$ cat src/rtl/ob_pkg.sv
// Shared types for the market-order matcher.
// trade_kind_e : encoding of the trade_kind_r output (NONE / LB_MS / LS_MB / MB_MS).
// state_e      : matcher FSM states.
package ob_pkg;

  typedef enum logic [1:0] {
    KIND_NONE  = 2'd0,
    KIND_LB_MS = 2'd1,
    KIND_LS_MB = 2'd2,
    KIND_MB_MS = 2'd3
  } trade_kind_e;

  typedef enum logic [1:0] {
    ST_IDLE = 2'd0,
    ST_EVAL = 2'd1,
    ST_PEND = 2'd2
  } state_e;

endpackage

$ cat src/rtl/ob_mk_qty_cmp.sv
// Quantity compare for one buy-side / sell-side order pair.
// qa       : buy-side order quantity
// qb       : sell-side order quantity
// min_qty  : filled quantity, min(qa, qb)
// rsd_qty  : residual left on the larger order, |qa - qb|
// rsd_side : 0 = residual on the buy side (or equal), 1 = on the sell side
module ob_mk_qty_cmp #(
  parameter int QTY_W = 16
) (
  input  logic [QTY_W-1:0] qa,
  input  logic [QTY_W-1:0] qb,
  output logic [QTY_W-1:0] min_qty,
  output logic [QTY_W-1:0] rsd_qty,
  output logic             rsd_side
);

  logic signed [QTY_W:0] diff;

  // Magnitude of a difference of two unsigned QTY_W values; it always fits in
  // QTY_W bits, so the negation is done on the low bits only.
  function automatic logic [QTY_W-1:0] mag(input logic signed [QTY_W:0] d);
    if (d[QTY_W])
      mag = ~d[QTY_W-1:0] + QTY_W'(1);
    else
      mag = d[QTY_W-1:0];
  endfunction

  always_comb begin
    diff     = $signed({1'b0, qa}) - $signed({1'b0, qb});
    rsd_side = diff[QTY_W];
    min_qty  = diff[QTY_W] ? qa : qb;
    rsd_qty  = mag(diff);
  end

endmodule

$ cat src/rtl/ob_mk_matcher.sv
// Market-order matcher: on a query it snapshots the head Limit bid/ask and
// Market buy/sell orders, picks one trade (LB_MS, LS_MB or MB_MS) and
// presents it until the consumer acknowledges it.
// Ports:
//   clk, rst                    clock, synchronous active-high reset
//   lm_bid_*, lm_ask_*          head Limit bid / ask (valid + quantity)
//   mk_buy_*, mk_sell_*         head Market buy / sell (valid + quantity)
//   trade_qry                   request one evaluation (honoured in IDLE only)
//   trade_ack                   consumer accepts the presented trade
//   busy_r                      state is not IDLE
//   trade_vld_r/kind_r/qty_r    presented trade, its kind and filled quantity
//   trade_rsd_qty_r/rsd_side_r  residual on the larger order and its side
//   nomatch_r                   one-cycle pulse when no pair can trade
module ob_mk_matcher
  import ob_pkg::*;
#(
  parameter int QTY_W      = 16,
  parameter int STARVE_MAX = 4,
  parameter int MODE       = 0
) (
  input  logic             clk,
  input  logic             rst,
  input  logic             lm_bid_vld_r,
  input  logic [QTY_W-1:0] lm_bid_qty_r,
  input  logic             lm_ask_vld_r,
  input  logic [QTY_W-1:0] lm_ask_qty_r,
  input  logic             mk_buy_vld,
  input  logic [QTY_W-1:0] mk_buy_qty,
  input  logic             mk_sell_vld,
  input  logic [QTY_W-1:0] mk_sell_qty,
  input  logic             trade_qry,
  input  logic             trade_ack,
  output logic             busy_r,
  output logic             trade_vld_r,
  output logic [1:0]       trade_kind_r,
  output logic [QTY_W-1:0] trade_qty_r,
  output logic [QTY_W-1:0] trade_rsd_qty_r,
  output logic             trade_rsd_side_r,
  output logic             nomatch_r
);

  localparam int CNT_W = (STARVE_MAX > 0) ? $clog2(STARVE_MAX + 1) : 1;
  localparam logic [CNT_W-1:0] CNT_MAX = CNT_W'(STARVE_MAX);

  state_e state, state_nx;

  logic             bid_vld_p0, ask_vld_p0, buy_vld_p0, sell_vld_p0;
  logic [QTY_W-1:0] bid_qty_p0, ask_qty_p0, buy_qty_p0, sell_qty_p0;

  logic [CNT_W-1:0] starve_cnt;

  logic [QTY_W-1:0] lbms_min, lbms_rsd, lsmb_min, lsmb_rsd, mbms_min, mbms_rsd;
  logic             lbms_side, lsmb_side, mbms_side;

  logic             c_lbms, c_lsmb, c_mbms, force_mm;
  trade_kind_e      win_kind;
  logic [QTY_W-1:0] win_qty, win_rsd;
  logic             win_side;

  // Stage p0: order snapshot taken on an accepted query
  always_ff @(posedge clk) begin
    if (state == ST_IDLE && trade_qry) begin
      bid_vld_p0  <= lm_bid_vld_r;
      bid_qty_p0  <= lm_bid_qty_r;
      ask_vld_p0  <= lm_ask_vld_r;
      ask_qty_p0  <= lm_ask_qty_r;
      buy_vld_p0  <= mk_buy_vld;
      buy_qty_p0  <= mk_buy_qty;
      sell_vld_p0 <= mk_sell_vld;
      sell_qty_p0 <= mk_sell_qty;
    end
  end

  // Each pair is compared buy-side first so rsd_side means the same for all.
  ob_mk_qty_cmp #(.QTY_W(QTY_W)) u_cmp_lbms (
    .qa(bid_qty_p0), .qb(sell_qty_p0),
    .min_qty(lbms_min), .rsd_qty(lbms_rsd), .rsd_side(lbms_side)
  );

  ob_mk_qty_cmp #(.QTY_W(QTY_W)) u_cmp_lsmb (
    .qa(buy_qty_p0), .qb(ask_qty_p0),
    .min_qty(lsmb_min), .rsd_qty(lsmb_rsd), .rsd_side(lsmb_side)
  );

  ob_mk_qty_cmp #(.QTY_W(QTY_W)) u_cmp_mbms (
    .qa(buy_qty_p0), .qb(sell_qty_p0),
    .min_qty(mbms_min), .rsd_qty(mbms_rsd), .rsd_side(mbms_side)
  );

  // Winner selection; the ageing override lets a starved Market<->Market
  // trade through after STARVE_MAX consecutive Limit-side wins.
  always_comb begin
    c_lbms   = bid_vld_p0 & sell_vld_p0;
    c_lsmb   = ask_vld_p0 & buy_vld_p0;
    c_mbms   = buy_vld_p0 & sell_vld_p0;
    force_mm = (MODE == 1) && (STARVE_MAX > 0) && (starve_cnt == CNT_MAX) && c_mbms;

    win_kind = KIND_NONE;
    if (force_mm)    win_kind = KIND_MB_MS;
    else if (c_lbms) win_kind = KIND_LB_MS;
    else if (c_lsmb) win_kind = KIND_LS_MB;
    else if (c_mbms) win_kind = KIND_MB_MS;

    win_qty  = '0;
    win_rsd  = '0;
    win_side = 1'b0;
    case (win_kind)
      KIND_LB_MS: begin win_qty = lbms_min; win_rsd = lbms_rsd; win_side = lbms_side; end
      KIND_LS_MB: begin win_qty = lsmb_min; win_rsd = lsmb_rsd; win_side = lsmb_side; end
      KIND_MB_MS: begin win_qty = mbms_min; win_rsd = mbms_rsd; win_side = mbms_side; end
      default:    ;
    endcase
  end

  always_comb begin
    state_nx = state;
    case (state)
      ST_IDLE: if (trade_qry) state_nx = ST_EVAL;
      ST_EVAL: state_nx = (win_kind != KIND_NONE) ? ST_PEND : ST_IDLE;
      ST_PEND: if (trade_ack) state_nx = ST_IDLE;
      default: state_nx = ST_IDLE;
    endcase
  end

  always_ff @(posedge clk) begin
    if (rst) state <= ST_IDLE;
    else     state <= state_nx;
  end

  // Stage p1: trade registers loaded from EVAL, held through PEND
  always_ff @(posedge clk) begin
    if (rst) begin
      busy_r           <= 1'b0;
      trade_vld_r      <= 1'b0;
      trade_kind_r     <= KIND_NONE;
      trade_qty_r      <= '0;
      trade_rsd_qty_r  <= '0;
      trade_rsd_side_r <= 1'b0;
      nomatch_r        <= 1'b0;
      starve_cnt       <= '0;
    end else begin
      busy_r    <= (state_nx != ST_IDLE);
      nomatch_r <= 1'b0;
      case (state)
        ST_EVAL: begin
          if (win_kind != KIND_NONE) begin
            trade_vld_r      <= 1'b1;
            trade_kind_r     <= win_kind;
            trade_qty_r      <= win_qty;
            trade_rsd_qty_r  <= win_rsd;
            trade_rsd_side_r <= win_side;
            if (win_kind == KIND_MB_MS)
              starve_cnt <= '0;
            else if (c_mbms && starve_cnt != CNT_MAX)
              starve_cnt <= starve_cnt + CNT_W'(1);
          end else begin
            nomatch_r    <= 1'b1;
            trade_kind_r <= KIND_NONE;
          end
        end
        ST_PEND: begin
          if (trade_ack) begin
            trade_vld_r  <= 1'b0;
            trade_kind_r <= KIND_NONE;
          end
        end
        default: ;
      endcase
    end
  end

endmodule

$ cat config.mk
export PLATFORM = sky130hd
export DESIGN_NAME = ob_mk_matcher
export DESIGN_NICKNAME = d
export VERILOG_FILES = /design/src/rtl/ob_pkg.sv /design/src/rtl/ob_mk_qty_cmp.sv /design/src/rtl/ob_mk_matcher.sv
export SDC_FILE = /design/constraint.sdc
export NUM_CORES = 1
export LEC_CHECK = 0
export ABC_AREA = 0
export CAP_MARGIN = 15
export CORE_ASPECT_RATIO = 1.4
export CORE_MARGIN = 4
export CORE_UTILIZATION = 37
export CTS_BUF_LIST = sky130_fd_sc_hd__clkbuf_4
export DETAILED_ROUTE_END_ITERATION = 10
export PLACE_DENSITY = 0.65
export SLEW_MARGIN = 10
export SYNTH_ARGS = -nofsm -noshare
export SYNTH_HDL_FRONTEND = slang
export SYNTH_SLANG_ARGS = --single-unit
$ cat constraint.sdc
create_clock -name clk -period 6.76 [get_ports clk]
set_input_delay 1.014 -clock clk [delete_from_list [all_inputs] [get_ports clk]]
set_output_delay 1.014 -clock clk [all_outputs]
set_load 0.05 [all_outputs]
==> reports/results.ini <==
[placement]
post-place-cells = 1126
io_buffers = 109
hpwl_mm = 16.1
gp_congestion = 0.925
place_ws_ps = 2680

[setup_path]
critPathBufInv = 0
cp-startpoint = sell_qty_p0[0]$_DFFE_PP_
path_cells = ha_1 -> fa_1 -> nand2b_1 -> a21oi_1 -> o221ai_1 -> a21boi_1 -> o21ai_0 -> a21oi_1 -> o22ai_2 -> a221oi_1 -> nor3_1
r2r_start = sell_qty_p0[0]$_DFFE_PP_
crit_path_start_kind = register
slowest_stage = a21oi_1
worstPathRequired_ps = 7150
cp_max_fo = 17
endpoint_kind = register
crit_type = register to register
path_common_cell = a21oi_1
arrival_ps = 4520
cp_top_family = compound AO/OA/AOI/OAI gates
timing.critical_path.slowest_cell_delay_ps = 780

[timing]
holdWs_ps = 465
fin_skew_ps = 20.1
fin_crit_ps = 4140
setup_ws_ps = 2620
tightest_slew_ps = 1120
finalHoldViolations = 0
clock.fmax_mhz = 242
finalMaxSlewViolations = 0
relSlewSlack_pct = 25.2
setup_viol = 0
timing.final.crit_share_pct = 61.2
rsz0062_at_grt = false
tns_ps = 0

[route]
firstDrtPassIters = 6
ant_nets = 0
routed_wl_mm = 21.1
wl_per_cell_um = 18.4
vias = 6468
drc_errors = 0
vias_per_cell = 5.66
drt-initial-drc-count = 546

[clock_network]
cts_setup_buffers = 0
cts_hold_buffers = 0
postCtsResizedCells = 0
clock-sinks = 108
clkTransAtPathRegs_ps = 170
cts-root-buf = clkbuf_4
h-tree-depth = 3
tritoncts = built
clock_latency_ps = 510
clock_tree.buffer_depth = 2
cts_buffers = 9

[yosys]
syn_nets = 918
synthFlopType = edfxtp_1
netlist_top_cells_area = edfxtp_1 (28%), dfxtp_1 (11%), ha_1 (8.7%)
synth.distinct_cells = 75
synth_top_area_share_pct = 27.7
syn-cell-area_mm2 = 0.00736
yosysWarnings = 0
synth_largest_area_cell = edfxtp_1
seq_area_frac_synth_pct = 38.6
synthTopCellsByCount = nor2_1 (82), edfxtp_1 (68), a21oi_1 (58)
synth.most_common_cell = nor2_1
synth_async_sr_flop_share_pct = 0
avgSynthCellArea_um2 = 9.30
synth_cells = 792
synth_edf_count = 68
postSynthRegisterBits = 108

[die]
die_h_um = 175
core_mm2 = 0.0194
rows = 60
die_area_mm2 = 0.0223
io_pins = 110
start_util_pct = 38.0
fp.dieW_um = 127

[cells_and_area]
nets = 1015
area_growth_pct = 20.5
finalNonFillerCells = 1143
n_fill_cell = 1928
drive_gt1_share_pct = 4.25

[grt]
antenna_found_initial = 1
gr-total-overflow = 0
grt.total_usage_pct = 18.9
grt_pass1_vias = 6407
grt_pass1_wl_mm = 33.3
grt_max_degree = 63

[status]
status = complete, no violations

[power_and_ir_drop]
powerDensity_mw_per_mm2 = 215
p_leak_nw = 3.36
ir_worst_vdd_v = 0.0000827

[hold_path]
hp-start = trade_vld_r$_SDFFE_PP0P_
hold_path.class = register to register

[flow_run]
cap_viol_max_count = 0

logic make-up (layout without fill, tap and decap cells):
logic type | after synthesis | count (layout) | share of synthesized area (%)
xor+xnor | 70 | 70 | 8.33
flops | 108 | 108 | 38.6
buf+inv | 75 | 177 | 3.86
mux | 5 | 5 | 0.680
compound gates | 239 | 239 | 22.7
simple gates | 241 | 241 | 16.4
fa+ha+maj | 54 | 54 | 9.48
other cells | 0 | 1 | 0
registers in the layout (all words and copies together), names as in the netlist:
register	count
ask_qty_p0	16
bid_qty_p0	16
buy_qty_p0	16
sell_qty_p0	16
trade_qty_r	16
trade_rsd_qty_r	16
state	2
trade_kind_r	2
ask_vld_p0	1
bid_vld_p0	1
busy_r	1
buy_vld_p0	1
nomatch_r	1
sell_vld_p0	1
trade_rsd_side_r	1
trade_vld_r	1
metrics by stage:
stage	total power [mW]	cell area (um2)	utilization (%)
after global routing	2.02	8880	45.8
final	1.90	8880	45.8
after CTS	1.91	8870	45.8
after detailed placement	1.54	8710	45.0
after global placement	1.53	8710	45.0
after floorplan	1.32	7360	-
layout make-up:
| class | instances | area, um2 | share of cell area (%) |
|---|---|---|---|
| well taps | 248 | 310 | 3.50 |
| flip-flops and latches | 108 | 2840 | 32.0 |
| repair buffers | 113 | 1120 | 12.6 |
| diodes | 1 | 2.50 | 0.0282 |
| multi-input cells | 609 | 4250 | 47.9 |
| clock inverters | 7 | 97.6 | 1.10 |
| clock buffers | 9 | 67.6 | 0.761 |
| inverters | 48 | 180 | 2.03 |
power by group:
| group | internal [mW] | total [mW] | switching [mW] |
|---|---|---|---|
| clock | 0.152 | 0.374 | 0.222 |
| combinational | 0.294 | 0.753 | 0.459 |
| sequential | 0.749 | 0.778 | 0.0283 |
| total | 1.20 | 1.90 | 0.710 |
path summary, 6_finish.rpt:
check | end | slack [ps] | cells after the start
worst max-delay path | trade_qty_r[10]$_SDFFE_PP0P_ | 2620 | 11
worst min register to register | trade_vld_r$_SDFFE_PP0P_ | 470 | 2
worst min-delay path | trade_vld_r$_SDFFE_PP0P_ | 470 | 2
worst max register to register | trade_qty_r[10]$_SDFFE_PP0P_ | 2620 | 11
worst register-to-register path: cells and delay by family, from the launching register on:
family / cells / cell delay, ps
flip-flops: 1 / 470
adder cells (fa/ha/maj): 2 / 630
AND/OR/NAND/NOR: 2 / 260
AO/OA/AOI/OAI: 7 / 2660
metal layers:
metal,GRT usage [%],wire (um),up-vias
met3,2.97,956,37
met5,0,0,-
met2,34.4,11000,201
met1,21.8,8580,3049
li1,-,-,3181
met4,7.83,573,0
cells in the final DEF, fill, tap and decap left out, types with 6 or more instances in the layout:
| cell type | n |
|---|---|
| clkbuf_4 | 9 |
| o221ai_1 | 6 |
| inv_1 | 47 |
| nor4_1 | 7 |
| or3_1 | 8 |
| a21oi_1 | 58 |
| xor2_1 | 34 |
| ha_1 | 51 |
| a211oi_1 | 10 |
| nand2b_1 | 6 |
| nand2_1 | 41 |
| o21ai_0 | 32 |
| nand3_1 | 10 |
| o21ai_1 | 8 |
| a21o_1 | 9 |
| clkdlybuf4s50_1 | 109 |
| nor2_1 | 80 |
| a31oi_1 | 10 |
| dfxtp_1 | 40 |
| edfxtp_1 | 68 |
| and3_1 | 6 |
| o22ai_1 | 8 |
| a221o_1 | 16 |
| nor2b_1 | 8 |
| a221oi_1 | 18 |
| o211ai_1 | 8 |
| nor3_1 | 37 |
| xnor2_1 | 36 |
Note: power is estimated with default switching activity, not from simulation.
